`config.mk`:
```
export PLATFORM = sky130hd
export DESIGN_NAME = user_tally
export DESIGN_NICKNAME = d
export VERILOG_FILES = /design/src/rtl/symcount_pkg.sv /design/src/rtl/button_debounce.sv /design/src/rtl/user_tally.sv
export SDC_FILE = /design/constraint.sdc
export NUM_CORES = 1
export LEC_CHECK = 0
export BUFFER_PORTS_ARGS = -buffer_cell sky130_fd_sc_hd__buf_2
export CAP_MARGIN = 20
export CELL_PAD_IN_SITES_DETAIL_PLACEMENT = 1
export CELL_PAD_IN_SITES_GLOBAL_PLACEMENT = 1
export CORE_ASPECT_RATIO = 1.4
export CORE_MARGIN = 8
export CORE_UTILIZATION = 40
export CTS_BUF_LIST = sky130_fd_sc_hd__clkbuf_4
export CTS_CLUSTER_DIAMETER = 150
export DETAILED_ROUTE_END_ITERATION = 10
export PLACE_DENSITY = 0.73
export SYNTH_ARGS = -nofsm -noshare
export SYNTH_HDL_FRONTEND = slang
export SYNTH_HIERARCHICAL = 1
export SYNTH_SLANG_ARGS = --single-unit
```
`constraint.sdc`:
```
create_clock -name Clk100M -period 2.3 [get_ports Clk100M]
set_input_delay 0.115 -clock Clk100M [delete_from_list [all_inputs] [get_ports Clk100M]]
set_output_delay 0.115 -clock Clk100M [all_outputs]
set_load 0.05 [all_outputs]
```
`src/rtl/symcount_pkg.sv`:
```
// Shared types and constants for the symbol-counting round logic.
package symcount_pkg;

    typedef enum logic [1:0] {
        IDLE     = 2'd0,
        COUNTING = 2'd1,
        FROZEN   = 2'd2
    } state_t;

    localparam int COUNT_W           = 7;
    localparam int BCD_W             = 4;
    localparam int MAX_COUNT_DEFAULT = 99;

    typedef struct packed {
        logic [BCD_W-1:0] tens;
        logic [BCD_W-1:0] ones;
    } bcd_t;

    // Two-digit BCD increment; caller guarantees the value is below 99.
    function automatic bcd_t bcd_inc(input bcd_t val);
        bcd_t res;
        if (val.ones == BCD_W'(9)) begin
            res.ones = '0;
            res.tens = val.tens + 1'b1;
        end else begin
            res.ones = val.ones + 1'b1;
            res.tens = val.tens;
        end
        return res;
    endfunction

endpackage

```
`src/rtl/button_debounce.sv`:
```
// Push-button front end: 2-flop synchroniser, level debouncer and press (rising edge) detector.
// Presses are only reported once the synchronised button has been seen released after reset.
module button_debounce #(
    parameter int DEBOUNCE_CYCLES = 1000000
) (
    input  logic Clk100M,
    input  logic Reset,
    input  logic btnRaw,
    output logic pressEvent
);

    localparam int CNT_W = (DEBOUNCE_CYCLES > 2) ? $clog2(DEBOUNCE_CYCLES) : 1;
    localparam logic [CNT_W-1:0] CNT_LAST = CNT_W'(DEBOUNCE_CYCLES - 1);

    logic             btnMeta;
    logic             btnSync;
    logic             btnStable;
    logic             btnStableQ;
    logic             armed;
    logic [1:0]       syncFill;
    logic [CNT_W-1:0] cnt;

    always_ff @(posedge Clk100M) begin
        if (Reset) begin
            btnMeta    <= 1'b0;
            btnSync    <= 1'b0;
            btnStable  <= 1'b0;
            btnStableQ <= 1'b0;
            armed      <= 1'b0;
            syncFill   <= 2'b00;
            cnt        <= '0;
        end else begin
            btnMeta    <= btnRaw;
            btnSync    <= btnMeta;
            btnStableQ <= btnStable;
            syncFill   <= {syncFill[0], 1'b1};
            // syncFill keeps the reset value of btnSync from arming a button held through reset
            if (syncFill[1] && !btnSync)
                armed <= 1'b1;
            if (btnSync == btnStable) begin
                cnt <= '0;
            end else if (cnt == CNT_LAST) begin
                btnStable <= ~btnStable;
                cnt       <= '0;
            end else begin
                cnt <= cnt + 1'b1;
            end
        end
    end

    assign pressEvent = btnStable & ~btnStableQ & armed;

endmodule

```
`src/rtl/user_tally.sv`:
```
// Player press tally with binary and BCD outputs, feeding the answer-period stage.
//
//   state    | meaning
//   ---------+-----------------------------------------------
//   IDLE     | after reset, tally held, waiting for roundStart
//   COUNTING | press events increment the tally
//   FROZEN   | answer posted, tally held until next roundStart
module user_tally
    import symcount_pkg::*;
#(
    parameter int DEBOUNCE_CYCLES = 1000000,
    parameter int MAX_COUNT       = MAX_COUNT_DEFAULT
) (
    input  logic               Clk100M,
    input  logic               Reset,
    input  logic               btnRaw,
    input  logic               roundStart,
    input  logic               stopCount,
    output logic [COUNT_W-1:0] userCount,
    output logic [BCD_W-1:0]   userTens,
    output logic [BCD_W-1:0]   userOnes,
    output logic               countPulse,
    output logic               counting
);

    localparam logic [COUNT_W-1:0] MAX_C = COUNT_W'(MAX_COUNT);

    state_t state;
    state_t stateNext;
    logic   pressEvent;
    logic   clearTally;
    logic   incTally;
    bcd_t   bcdNext;

    button_debounce #(
        .DEBOUNCE_CYCLES(DEBOUNCE_CYCLES)
    ) u_button_debounce (
        .Clk100M   (Clk100M),
        .Reset     (Reset),
        .btnRaw    (btnRaw),
        .pressEvent(pressEvent)
    );

    always_ff @(posedge Clk100M) begin
        if (Reset)
            state <= IDLE;
        else
            state <= stateNext;
    end

    always_comb begin
        stateNext = state;
        case (state)
            IDLE:     if (roundStart) stateNext = COUNTING;
            COUNTING: begin
                if (roundStart)     stateNext = COUNTING;
                else if (stopCount) stateNext = FROZEN;
            end
            FROZEN:   if (roundStart) stateNext = COUNTING;
            default:  stateNext = IDLE;
        endcase
    end

    // roundStart outranks everything; stopCount drops a coincident press
    always_comb begin
        clearTally = roundStart;
        incTally   = (state == COUNTING) && pressEvent && !roundStart &&
                     !stopCount && (userCount < MAX_C);
        bcdNext    = bcd_inc('{tens: userTens, ones: userOnes});
    end

    always_ff @(posedge Clk100M) begin
        if (Reset) begin
            userCount  <= '0;
            userTens   <= '0;
            userOnes   <= '0;
            countPulse <= 1'b0;
            counting   <= 1'b0;
        end else begin
            countPulse <= incTally;
            counting   <= (stateNext == COUNTING);
            if (clearTally) begin
                userCount <= '0;
                userTens  <= '0;
                userOnes  <= '0;
            end else if (incTally) begin
                userCount <= userCount + 1'b1;
                userTens  <= bcdNext.tens;
                userOnes  <= bcdNext.ones;
            end
        end
    end

endmodule

```
# After elaboration in Yosys (flattened, before gate mapping)
# Index checks and enable logic that the tools add are counted.
totals:
  register_bits: 46
  out_inout_bits: 17
  word_cells: 50
op_classes:
  n_addsub: 4
  n_lt_le_gt_ge: 1
  eq_ne: 6
  mux: 6
  bitwise: 5
  n_reduce_logical: 14
ops:
  columns: ["operator", "count"]
  rows:
  - ["20-bit by 1-bit adder with 20-bit output, second input constant", 1]
  - ["20-bit == test, second input constant", 1]
  - ["4-bit by 1-bit adder with 4-bit output, second input constant", 2]
  - ["7-bit by 1-bit adder with 7-bit output, second input constant", 1]
  - ["7-bit < comparator, second input constant", 1]
  - ["2-bit two-way mux", 3]
  - ["1-bit logical AND", 5]
  - ["2-bit by 1-bit == test with 1-bit output, second input constant", 2]
  - ["4-bit == test, second input constant", 1]
  - ["4-bit two-way mux", 1]
  - ["2-bit case mux with 2 select lines", 1]
  - ["2-bit AND reduction", 2]
  - ["2-bit OR reduction", 2]
  - ["1-bit zero test", 3]
  - ["1-bit NOT", 3]
  - ["3-bit OR reduction", 1]
  - ["1-bit AND", 2]
  - ["2-bit == test, second input constant", 1]
  - ["2-bit zero test", 1]
  - ["1-bit == test", 1]
  - ["1-bit two-way mux", 1]

# Logic depth before layout (Yosys ltp)
# Gate-level depths: netlist (run 1).
logic_depth:
  ltp_word: 8
  mapped_depth: 5
  depth_no_buf: 5

# Hierarchy
# The synthesis (run 1) kept the hierarchy.
modules_own_cells:
  columns: ["mod", "n_inst", "cells_per_inst", "area_each_um2", "seq_area_each_um2"]
  rows:
  - ["button_debounce", 1, 122, 1126.1, 540.5]
  - ["user_tally", 1, 93, 864.6, 380.4]

# Worst setup path before layout (run 1)
# No wires, ideal clock.
synth_timing:
  path_kind: "reg-to-reg"
  start: "reg userOnes[3]"
  end: "reg userTens[3]"
  setup_time_ps: 71
  arrival_time_ps: 1789
  setup_slack_ps: 440
  stages_incl_launch_ff: 5
  n_path_buf: 0
  synth_period_minus_slack_ps: 1860
  path_cell_list: "dfxtp_1 nor4bb_1 o2111ai_2 or3_1 a21oi_1"
synth_via:
  elab_chain_len: 2
synth_lines:
  columns: ["element", "line", "text"]
  rows:
  - ["start, declared", "user_tally.sv:21", "output logic [BCD_W-1:0] userOnes,"]
  - ["start signal, assigned", "user_tally.sv:89", "userOnes <= bcdNext.ones;"]
  - ["4-bit == test", "symcount_pkg.sv:22", "if (val.ones == BCD_W'(9)) begin"]
  - ["2-bit AND reduction (no line)", null, null]
  - ["end signal, assigned", "user_tally.sv:88", "userTens <= bcdNext.tens;"]
  - ["end, declared", "user_tally.sv:20", "output logic [BCD_W-1:0] userTens,"]
# No other way between the ends.
# A chain may end at the register's enable or synchronous reset.

# Worst setup path in the final report (run 1)
layout_timing:
  start: "reg u_button_debounce.cnt[0]"
  end: "reg u_button_debounce.cnt[18]"
layout_via:
  elab_chain_len: 2
  elab_cells_between_ends: 3
layout_lines:
  columns: ["element", "line", "text"]
  rows:
  - ["start, declared", "button_debounce.sv:21", "logic [CNT_W-1:0] cnt;"]
  - ["start signal, assigned", "button_debounce.sv:46", "cnt <= cnt + 1'b1;"]
  - ["parallel branches: the longest is 2 deep, another holds 20-bit by 1-bit adder with 20-bit output", null, null]
# Several ways; the timed one is not identified.

==> run_results.csv, run 1 <==
group,metric,value,unit
status,status,"finished clean",
clock_network,path_clk_slew,0.14,ns
power,internal_power,1.05,mW
floorplanning,die_y,99.5,um
drt,drt_iter0_markers,32,
yosys,synth-simple-area-share,26.9,%
timing,fin_skew,0.0160,ns
yosys,yosysTopAreaCellShare,46.3,%
drt,totalWireLength,4.11,mm
cells_and_area,finalNetCount,250,
timing,report.final.hold_viol_count,0,
yosys,ys_top_cells_by_count,"dfxtp_1, nor2_1, a21oi_1, nand3_1, nand2_1",
critical_path,end_kind,"flip-flop",
clock_network,htreeDepth,2,
placement,place_area,0.00217,sq mm
yosys,synth_top_family_by_area,"simple AND/OR/NAND/NOR gates",
cells_and_area,fin_area,0.00226,sq mm
cells_and_area,diodes,0,
floorplanning,coreArea,0.00484,sq mm
grt,grt_max_degree,20,
yosys,post-synth-top-count-cell,"dfxtp_1",
clock_network,post_cts_resized,0,
placement,portBuffers,21,
timing,max_slew.worst_pin.slew,0.531,ns
grt,overflow,0,
worst_hold_path,hp-class,"input port to flip-flop",
grt,grt_first_pass_wirelength,7.29,mm
critical_path,cp_max_fo,5,
power,ir_worst_vdd,0.396,mV
yosys,synth_seq_cells,46,
timing,tns,0,ns
floorplanning,die_area,0.00752,sq mm
yosys,yosysWarnings,6,
yosys,syn_inst,215,
critical_path,worst-setup-path-type,"flip-flop to flip-flop",
power,comb_power_share,2.7,%
drt,drtAntennaViolNets,0,
floorplanning,initial_core_util,41.1,%
yosys,synth_compound_area_share,13.1,%
floorplanning,io_pins,22,
placement,pre_cts_ws,0.480,ns
cells_and_area,area_growth,13.6,%
timing,rsz0062_at_grt,"no",
critical_path,critical_path_required,2.60,ns
timing,fin_crit_sh,80.2,%
yosys,synth_nets,223,
yosys,avgSynthCellArea,9.26,sq um
drt,post_drt_wl_per_cell,13.4,um
yosys,synth_edf_count,0,
timing,max_freq,542,MHz
power,sw_frac_of_total,22.3,%
power,p_seq_share,60.0,%
grt,grt_usage,12.3,%
clock_network,cts_root_buf,"clkbuf_4",
critical_path,critical_path_arrival,2.15,ns
timing,slew_headroom,64.6,%
floorplanning,dieWidth,75.6,um
clock_network,clock-sinks,46,
cells_and_area,fin_util,46.7,%
timing,post-route-min-period,1.84,ns
timing,slew_viol_final,0,
placement,dp_hpwl,3.04,mm
timing,finalSetupViolCount,0,
floorplanning,num_rows,30,
drt,drt-vias-per-instance,5.28,
power,power.leakage,0.780,nW
power,power_density,597,mW/mm^2
cells_and_area,drive_gt1_share,16.0,%
yosys,ys_async_sr_fraction,0,%
power,clockPowerShare,37.3,%
clock_network,cts.path.max_buffers,2,
clock_network,cts_made_buffers,5,
yosys,synthFlopType,"dfxtp_1",
drt,drc_errors,0,
critical_path,critPathLaunchType,"flip-flop",
yosys,synth.area.top_cells,"dfxtp_1, nor2_1, xnor2_1",
drt,dr_total_vias,1622,
timing,hold_slack,0.0576,ns
placement,globalplace.congestion,0.747,
yosys,synth.area.mux_share,1.57,%
grt,grt_pass1_vias,1705,
yosys,yosysSeqAreaShare,46.3,%
run,maxCapViolations,0,
clock_network,post-cts-setup-buffers,0,
clock_network,clock_latency,0.36,ns
yosys,synthAdderAreaFrac,1.89,%
cells_and_area,fill_cells,597,
grt,antenna_found_initial,0,
drt,firstDrtPassIters,3,
power,p_sw,0.301,mW
timing,fin_ws,0.456,ns
yosys,netlist_area,0.00199,sq mm
clock_network,cts_tree,"built",
yosys,synth_area_leader_cell,"dfxtp_1",
yosys,yosysUniqueCellTypes,42,
yosys,synth-xor-area-share,7.92,%
-- critical path, stage by stage, from the launching register on --
cell and delay [ns]:
dfxtp_1 0.39, ha_1 0.25, nand2_1 0.14, or3_1 0.46
or4_1 0.42, a21oi_1 0.14
-- metrics by stage --
step / total power, mW / std cells
final: 1.35 / 307
after global routing: 1.41 / 307
after CTS: 1.38 / 307
after detailed placement: 0.864 / 298
after global placement: 0.863 / 298
after floorplan: 0.849 / 215
-- power groups by stage --
stage                     Combinational [mW]  Sequential (mW)  Clock, mW
final                                 0.0369            0.810      0.504
after global routing                  0.0413            0.812      0.561
after CTS                             0.0380            0.810      0.530
after detailed placement              0.0366            0.827          0
after global placement                0.0361            0.827          0
after floorplan                       0.0186            0.830          0
-- kinds of logic (layout without fill, tap and decap cells) --
logic type               count (synthesis)  after routing
AO/OA/AOI/OAI                           38             38
XOR/XNOR                                18             18
multiplexers                             3              3
AND/OR/NAND/NOR                         95             95
adder cells (fa/ha/maj)                  3              3
flip-flops                              46             46
buffers and inverters                   12             40
-- cells in the final DEF (no fill, tap or decap), types with 4 or more instances in the layout --
| cell type | count |
|---|---|
| or3_1 | 10 |
| nor2_1 | 27 |
| a21oi_1 | 14 |
| buf_2 | 21 |
| xnor2_1 | 11 |
| inv_1 | 9 |
| nor3_1 | 4 |
| xor2_1 | 7 |
| nand2_1 | 12 |
| o21ai_1 | 4 |
| nand3_1 | 14 |
| dfxtp_1 | 46 |
| clkbuf_4 | 5 |
| o21ai_0 | 5 |
| nor2b_1 | 5 |
| nor4_1 | 4 |
-- path summary, 6_finish.rpt --
kind                                          from                                        to  slack [ns]  cells after the start
max            u_button_debounce/cnt[0]$_SDFF_PP0_      u_button_debounce/cnt[18]$_SDFF_PP0_        0.46                      5
min                                          Reset     u_button_debounce/syncFill[0]$_DFF_P_        0.06                      2
max reg2reg    u_button_debounce/cnt[0]$_SDFF_PP0_      u_button_debounce/cnt[18]$_SDFF_PP0_        0.46                      5
min reg2reg  u_button_debounce/syncFill[0]$_DFF_P_  u_button_debounce/syncFill[1]$_SDFF_PP0_        0.44                      1
-- layout make-up --
| cell class | count | area, sq um | area share (%) |
|---|---|---|---|
| well taps | 64 | 80.1 | 3.54 |
| clock buffers | 5 | 37.5 | 1.66 |
| repair buffers | 23 | 123 | 5.42 |
| clock inverters | 3 | 43.8 | 1.94 |
| inverters | 9 | 33.8 | 1.49 |
| multi-input cells | 157 | 1020 | 45.2 |
| flip-flops and latches | 46 | 921 | 40.7 |
-- registers in the layout, indices dropped and copies added (netlist names) --
register	cells
u_button_debounce/cnt	20
userCount	7
userOnes	4
userTens	4
state	2
u_button_debounce/syncFill	2
countPulse	1
counting	1
u_button_debounce/armed	1
u_button_debounce/btnMeta	1
u_button_debounce/btnStable	1
u_button_debounce/btnStableQ	1
u_button_debounce/btnSync	1
-- layer usage --
layer	GRT usage [%]	up-vias	wire length (um)
li1	-	824	-
met1	11.9	773	1670
met2	22.7	20	2200
met3	3.83	5	186
met4	4.75	0	57
met5	0	-	0
-- repair_timing --
item                                   in CTS  in global routing
setup endpoints to repair                   0                  0
hold buffers                                1                  0
endpoints found under the hold margin       1                  0
Power figures use the tool's default switching activity.
==> inputs of run 2 (changes only) <==
clock period = 1.9 ns   (was 2.3 ns; I/O delays follow)
==> run_results.csv, run 2 (same netlist as run 1, synthesis figures left out) <==
group,metric,value,unit
status,status,"finished clean",
drt,drt-vias-per-instance,5.25,
cells_and_area,finalNetCount,259,
timing,slew_headroom,61.5,%
grt,grt_max_degree,20,
timing,finalSetupViolCount,0,
critical_path,cp_max_fo,5,
timing,slew_viol_final,0,
clock_network,cts_made_buffers,5,
power,clockPowerShare,28.9,%
clock_network,path_clk_slew,0.11,ns
floorplanning,coreArea,0.00484,sq mm
placement,portBuffers,21,
cells_and_area,multi_input_area,0.00104,sq mm
cells_and_area,area_growth,15.7,%
floorplanning,initial_core_util,41.1,%
cells_and_area,drive_gt1_share,19.2,%
power,power.leakage,0.800,nW
grt,antenna_found_initial,0,
drt,firstDrtPassIters,4,
drt,dr_total_vias,1650,
floorplanning,die_y,99.5,um
critical_path,worst-setup-path-type,"flip-flop to flip-flop",
drt,drtAntennaViolNets,0,
timing,tns,0,ns
drt,totalWireLength,4.27,mm
grt,overflow,0,
power,comb_power_share,3.1,%
floorplanning,io_pins,22,
critical_path,end_kind,"flip-flop",
drt,post_drt_wl_per_cell,13.6,um
timing,fin_crit_sh,92.1,%
power,p_sw,0.325,mW
cells_and_area,mostFrequentLayoutCells,"dfxtp_1, nor2_1, buf_2, a21oi_1, nand3_1",
timing,max_slew.worst_pin.slew,0.578,ns
floorplanning,dieWidth,75.6,um
placement,dp_hpwl,3.19,mm
critical_path,critPathLaunchType,"flip-flop",
critical_path,critical_path_arrival,2.04,ns
timing,fin_ws,0.150,ns
cells_and_area,diodes,0,
clock_network,cts_tree,"built",
critical_path,critical_path_required,2.19,ns
clock_network,cts_root_buf,"clkbuf_4",
cells_and_area,regMostFlops,"u_button_debounce/cnt",
cells_and_area,top_regs,"u_button_debounce/cnt x20, userCount x7",
placement,pre_cts_ws,0.105,ns
drt,drt_iter0_markers,46,
power,p_seq_share,67.9,%
timing,report.final.hold_viol_count,0,
worst_hold_path,hp-class,"input port to flip-flop",
timing,rsz0062_at_grt,"no",
clock_network,post-cts-setup-buffers,0,
placement,globalplace.congestion,0.754,
clock_network,cts.path.max_buffers,2,
cells_and_area,largest_register_ffs,20,
clock_network,clock-sinks,46,
cells_and_area,register_area,921,sq um
power,sw_frac_of_total,22.6,%
cells_and_area,fill_cells,579,
power,power_density,626,mW/mm^2
floorplanning,die_area,0.00752,sq mm
clock_network,htreeDepth,2,
grt,grt_pass1_vias,1715,
floorplanning,num_rows,30,
power,internal_power,1.12,mW
power,ir_worst_vdd,0.406,mV
timing,max_freq,571,MHz
clock_network,clock_latency,0.36,ns
run,maxCapViolations,0,
grt,grt_first_pass_wirelength,7.45,mm
grt,grt_usage,12.7,%
timing,fin_skew,0.0134,ns
timing,post-route-min-period,1.75,ns
cells_and_area,final_common_cell,"dfxtp_1",
drt,drc_errors,0,
## run 2: cell types whose count changed in the layout (fill, tap and decap cells not counted), sizes merged
cell	change
bufinv	-1
inv	-1
buf	+9
## run 2: stage by stage
step / power, mW / hold slack [ns] / utilization [%] / instance area (sq um) / std cells
finish: 1.44 / 0.0414 / 47.6 / 2300 / 314
global route: 1.51 / 0.0539 / 47.6 / 2300 / 314
CTS: 1.47 / 0.0249 / 47.3 / 2290 / 314
detailed placement: 1.05 / 0.323 / 46.2 / 2240 / 307
global placement: 1.04 / 0.302 / 46.2 / 2240 / 307
floorplan: 1.03 / 0.167 / - / 1990 / 215
## run 2: power groups by stage
stage / combinational [mW] / sequential, mW / clock (mW)
final: 0.0454 / 0.980 / 0.417
after floorplan: 0.0225 / 1.01 / 0
after global routing: 0.0502 / 0.982 / 0.479
after CTS: 0.0464 / 0.980 / 0.445
after global placement: 0.0437 / 1.00 / 0
after detailed placement: 0.0448 / 1.00 / 0
## run 2: final cells by class
type,instances,area share [%]
inverter,9,1.47
sequential,46,40.0
multi-input combinational,157,45.0
clock inverter,1,0.163
timing repair buffer,32,8.26
tap,64,3.48
clock buffer,5,1.63
## run 2: path summary, 6_finish.rpt
path,from,endpoint,slack [ns],cells after the start
max,u_button_debounce/cnt[0]$_SDFF_PP0_,u_button_debounce/cnt[18]$_SDFF_PP0_,0.15,5
max reg2reg,u_button_debounce/cnt[0]$_SDFF_PP0_,u_button_debounce/cnt[18]$_SDFF_PP0_,0.15,5
min reg2reg,u_button_debounce/syncFill[0]$_DFF_P_,u_button_debounce/syncFill[1]$_SDFF_PP0_,0.45,1
min,Reset,u_button_debounce/syncFill[0]$_DFF_P_,0.04,2
## run 2: worst max-delay path, stage by stage, from the launching register on
cell and delay (ns):
dfxtp_1 0.39, ha_2 0.23, nand2_1 0.10, or3_4 0.43
or4_1 0.40, a21oi_1 0.14
## run 2: timing repair
| item | 4_1_cts | 5_1_grt |
|---|---|---|
| hold buffers | 1 | 0 |
| resized for setup | 0 | 3 |
| endpoints found under the setup margin | 0 | 2 |
| hold endpoints to repair | 1 | 0 |
## run 2: per-layer routing
layer / track usage [%] / vias up / share of wire [%]
met5: 0 / - / 0
met1: 12.5 / 787 / 40
li1: - / 835 / -
met3: 3.83 / 6 / 5.0
met4: 5.79 / 0 / 1.9
met2: 23.0 / 22 / 54
==> inputs of run 3 (changes only) <==
RECOVER_POWER = 100   (was default)
==> run_results.csv, run 3 (same netlist as run 1, synthesis figures left out) <==
group,metric,value,unit
status,status,"finished clean",
grt,grt_max_degree,20,
cells_and_area,drive_gt1_share,10.0,%
clock_network,cts_tree,"built",
timing,fin_skew,0.0137,ns
critical_path,path_cells,"ha_2 -> nand2_1 -> or3_4 -> or4_1 -> a21oi_1",
floorplanning,num_rows,30,
drt,dr_total_vias,1649,
grt,antenna_found_initial,0,
floorplanning,io_pins,22,
power,power.leakage,0.702,nW
timing,slew_headroom,37.4,%
drt,drtAntennaViolNets,0,
cells_and_area,fin_util,46.6,%
timing,post-route-min-period,1.76,ns
cells_and_area,largest_register_ffs,20,
drt,totalWireLength,4.30,mm
placement,portBuffers,21,
clock_network,cts_root_buf,"clkbuf_4",
cells_and_area,fin_area,0.00226,sq mm
cells_and_area,final_common_cell,"dfxtp_1",
timing,slew_viol_final,0,
floorplanning,die_area,0.00752,sq mm
critical_path,slowest_stage,"or3_4",
power,power_density,638,mW/mm^2
critical_path,critical_path_arrival,2.04,ns
placement,globalplace.congestion,0.754,
clock_network,htreeDepth,2,
timing,fin_crit_sh,92.4,%
critical_path,worst-setup-path-type,"flip-flop to flip-flop",
placement,dp_hpwl,3.19,mm
clock_network,cts_made_buffers,5,
worst_hold_path,hold_depth,4,
critical_path,slowest_delay,0.43,ns
floorplanning,coreArea,0.00484,sq mm
cells_and_area,finalNetCount,259,
floorplanning,dieWidth,75.6,um
timing,rsz0062_at_grt,"no",
timing,report.final.hold_viol_count,0,
grt,grt_usage,12.7,%
cells_and_area,mostFrequentLayoutCells,"dfxtp_1, nor2_1, clkbuf_1, a21oi_1, nand3_1",
critical_path,worstReg2RegStart,"u_button_debounce/cnt[0]$_SDFF_PP0_",
cells_and_area,regMostFlops,"u_button_debounce/cnt",
drt,drc_errors,0,
critical_path,critPathLaunchType,"flip-flop",
critical_path,ff2ff_path_depth,5,
drt,post_drt_wl_per_cell,13.7,um
critical_path,cp_max_fo,5,
grt,grt_first_pass_wirelength,7.45,mm
clock_network,cts.path.max_buffers,2,
clock_network,path_clk_slew,0.12,ns
worst_hold_path,hp-class,"input port to flip-flop",
placement,place_area,0.00224,sq mm
drt,drt_iter0_markers,44,
drt,drt-vias-per-instance,5.25,
critical_path,r2r_end,"u_button_debounce/cnt[18]$_SDFF_PP0_",
critical_path,crit_end,"u_button_debounce/cnt[18]$_SDFF_PP0_",
drt,firstDrtPassIters,4,
clock_network,clock-sinks,46,
cells_and_area,area_growth,13.5,%
floorplanning,initial_core_util,41.1,%
grt,grt_pass1_vias,1715,
power,ir_worst_vdd,0.406,mV
floorplanning,die_y,99.5,um
timing,max_freq,570,MHz
timing,max_slew.worst_pin.slew,0.940,ns
clock_network,clock_latency,0.36,ns
run,maxCapViolations,0,
critical_path,crit_start,"u_button_debounce/cnt[0]$_SDFF_PP0_",
critical_path,critical_path_required,2.18,ns
timing,tns,0,ns
cells_and_area,top_regs,"u_button_debounce/cnt x20, userCount x7",
timing,finalSetupViolCount,0,
grt,overflow,0,
cells_and_area,diodes,0,
worst_hold_path,hp-start,"roundStart",
timing,hold_slack,0.118,ns
critical_path,end_kind,"flip-flop",
critical_path,regToRegSetupSlack,0.14,ns
[run 3: cell count changes in the layout (fill, tap and decap cells not counted)]
cell,change
clkbuf_1,+21
buf_2,-18
buf_4,-4
o21ai_0,+2
clkbuf_2,+1
o211ai_1,+1
o211ai_2,-1
o21ai_1,-1
o21ai_2,-1
or2_0,+1
or2_1,-1
[run 3: final cells by class]
class,count,area [sq um]
well taps,64,80.1
clock inverters,1,3.75
flip-flops and latches,46,921
fillers,595,2580
clock buffers,5,37.5
multi-input cells,157,1030
inverters,9,33.8
repair buffers,32,154
[run 3: stage by stage]
| step | worst slack (ns) | std cells | power [mW] |
|---|---|---|---|
| after floorplan | 0.0405 | 215 | 1.03 |
| after global placement | 0.169 | 307 | 1.04 |
| after detailed placement | 0.105 | 307 | 1.05 |
| after CTS | 0.0720 | 314 | 1.47 |
| after global routing | 0.0431 | 314 | 1.51 |
| final | 0.145 | 314 | 1.44 |
[run 3: routing by layer]
| metal | routed length, um | share of wire [%] | global-route usage, % | vias up |
|---|---|---|---|---|
| met3 | 223 | 5.2 | 3.83 | 6 |
| met1 | 1710 | 40 | 12.5 | 787 |
| met2 | 2290 | 53 | 23.0 | 22 |
| met4 | 81 | 1.9 | 5.79 | 0 |
| li1 | - | - | - | 834 |
| met5 | 0 | 0 | 0 | - |
[run 3: how the worst min path moves through the flow]
stage | slack (ns) | to
final | 0.12 | userTens[1]$_SDFFE_PP0P_
after global routing | 0.12 | state[1]$_SDFF_PP0_
after CTS | 0.02 | u_button_debounce/syncFill[0]$_DFF_P_
after detailed placement | 0.32 | u_button_debounce/btnMeta$_SDFF_PP0_
after global placement | 0.30 | u_button_debounce/btnMeta$_SDFF_PP0_
after floorplan | 0.17 | u_button_debounce/btnMeta$_SDFF_PP0_
[run 3: worst max-delay path: cells and delay by family, from the launching register on]
kind	cells	cell delay, ns
simple gates	3	0.93
fa+ha+maj	1	0.23
compound gates	1	0.14
flops	1	0.39
[run 3: repair_timing]
action / 4_1_cts / 5_1_grt
endpoints found under the setup margin: 0 / 2
buffers inserted: 0 / 0
hold endpoints to repair: 1 / 0
gates resized for setup: 0 / 3
hold buffers: 1 / 0
[run 3: power breakdown]
group | internal (mW) | switching (mW) | total (mW)
Clock | 0.127 | 0.290 | 0.417
Sequential | 0.974 | 0.00588 | 0.980
Combinational | 0.0145 | 0.0293 | 0.0439
Total | 1.12 | 0.325 | 1.44
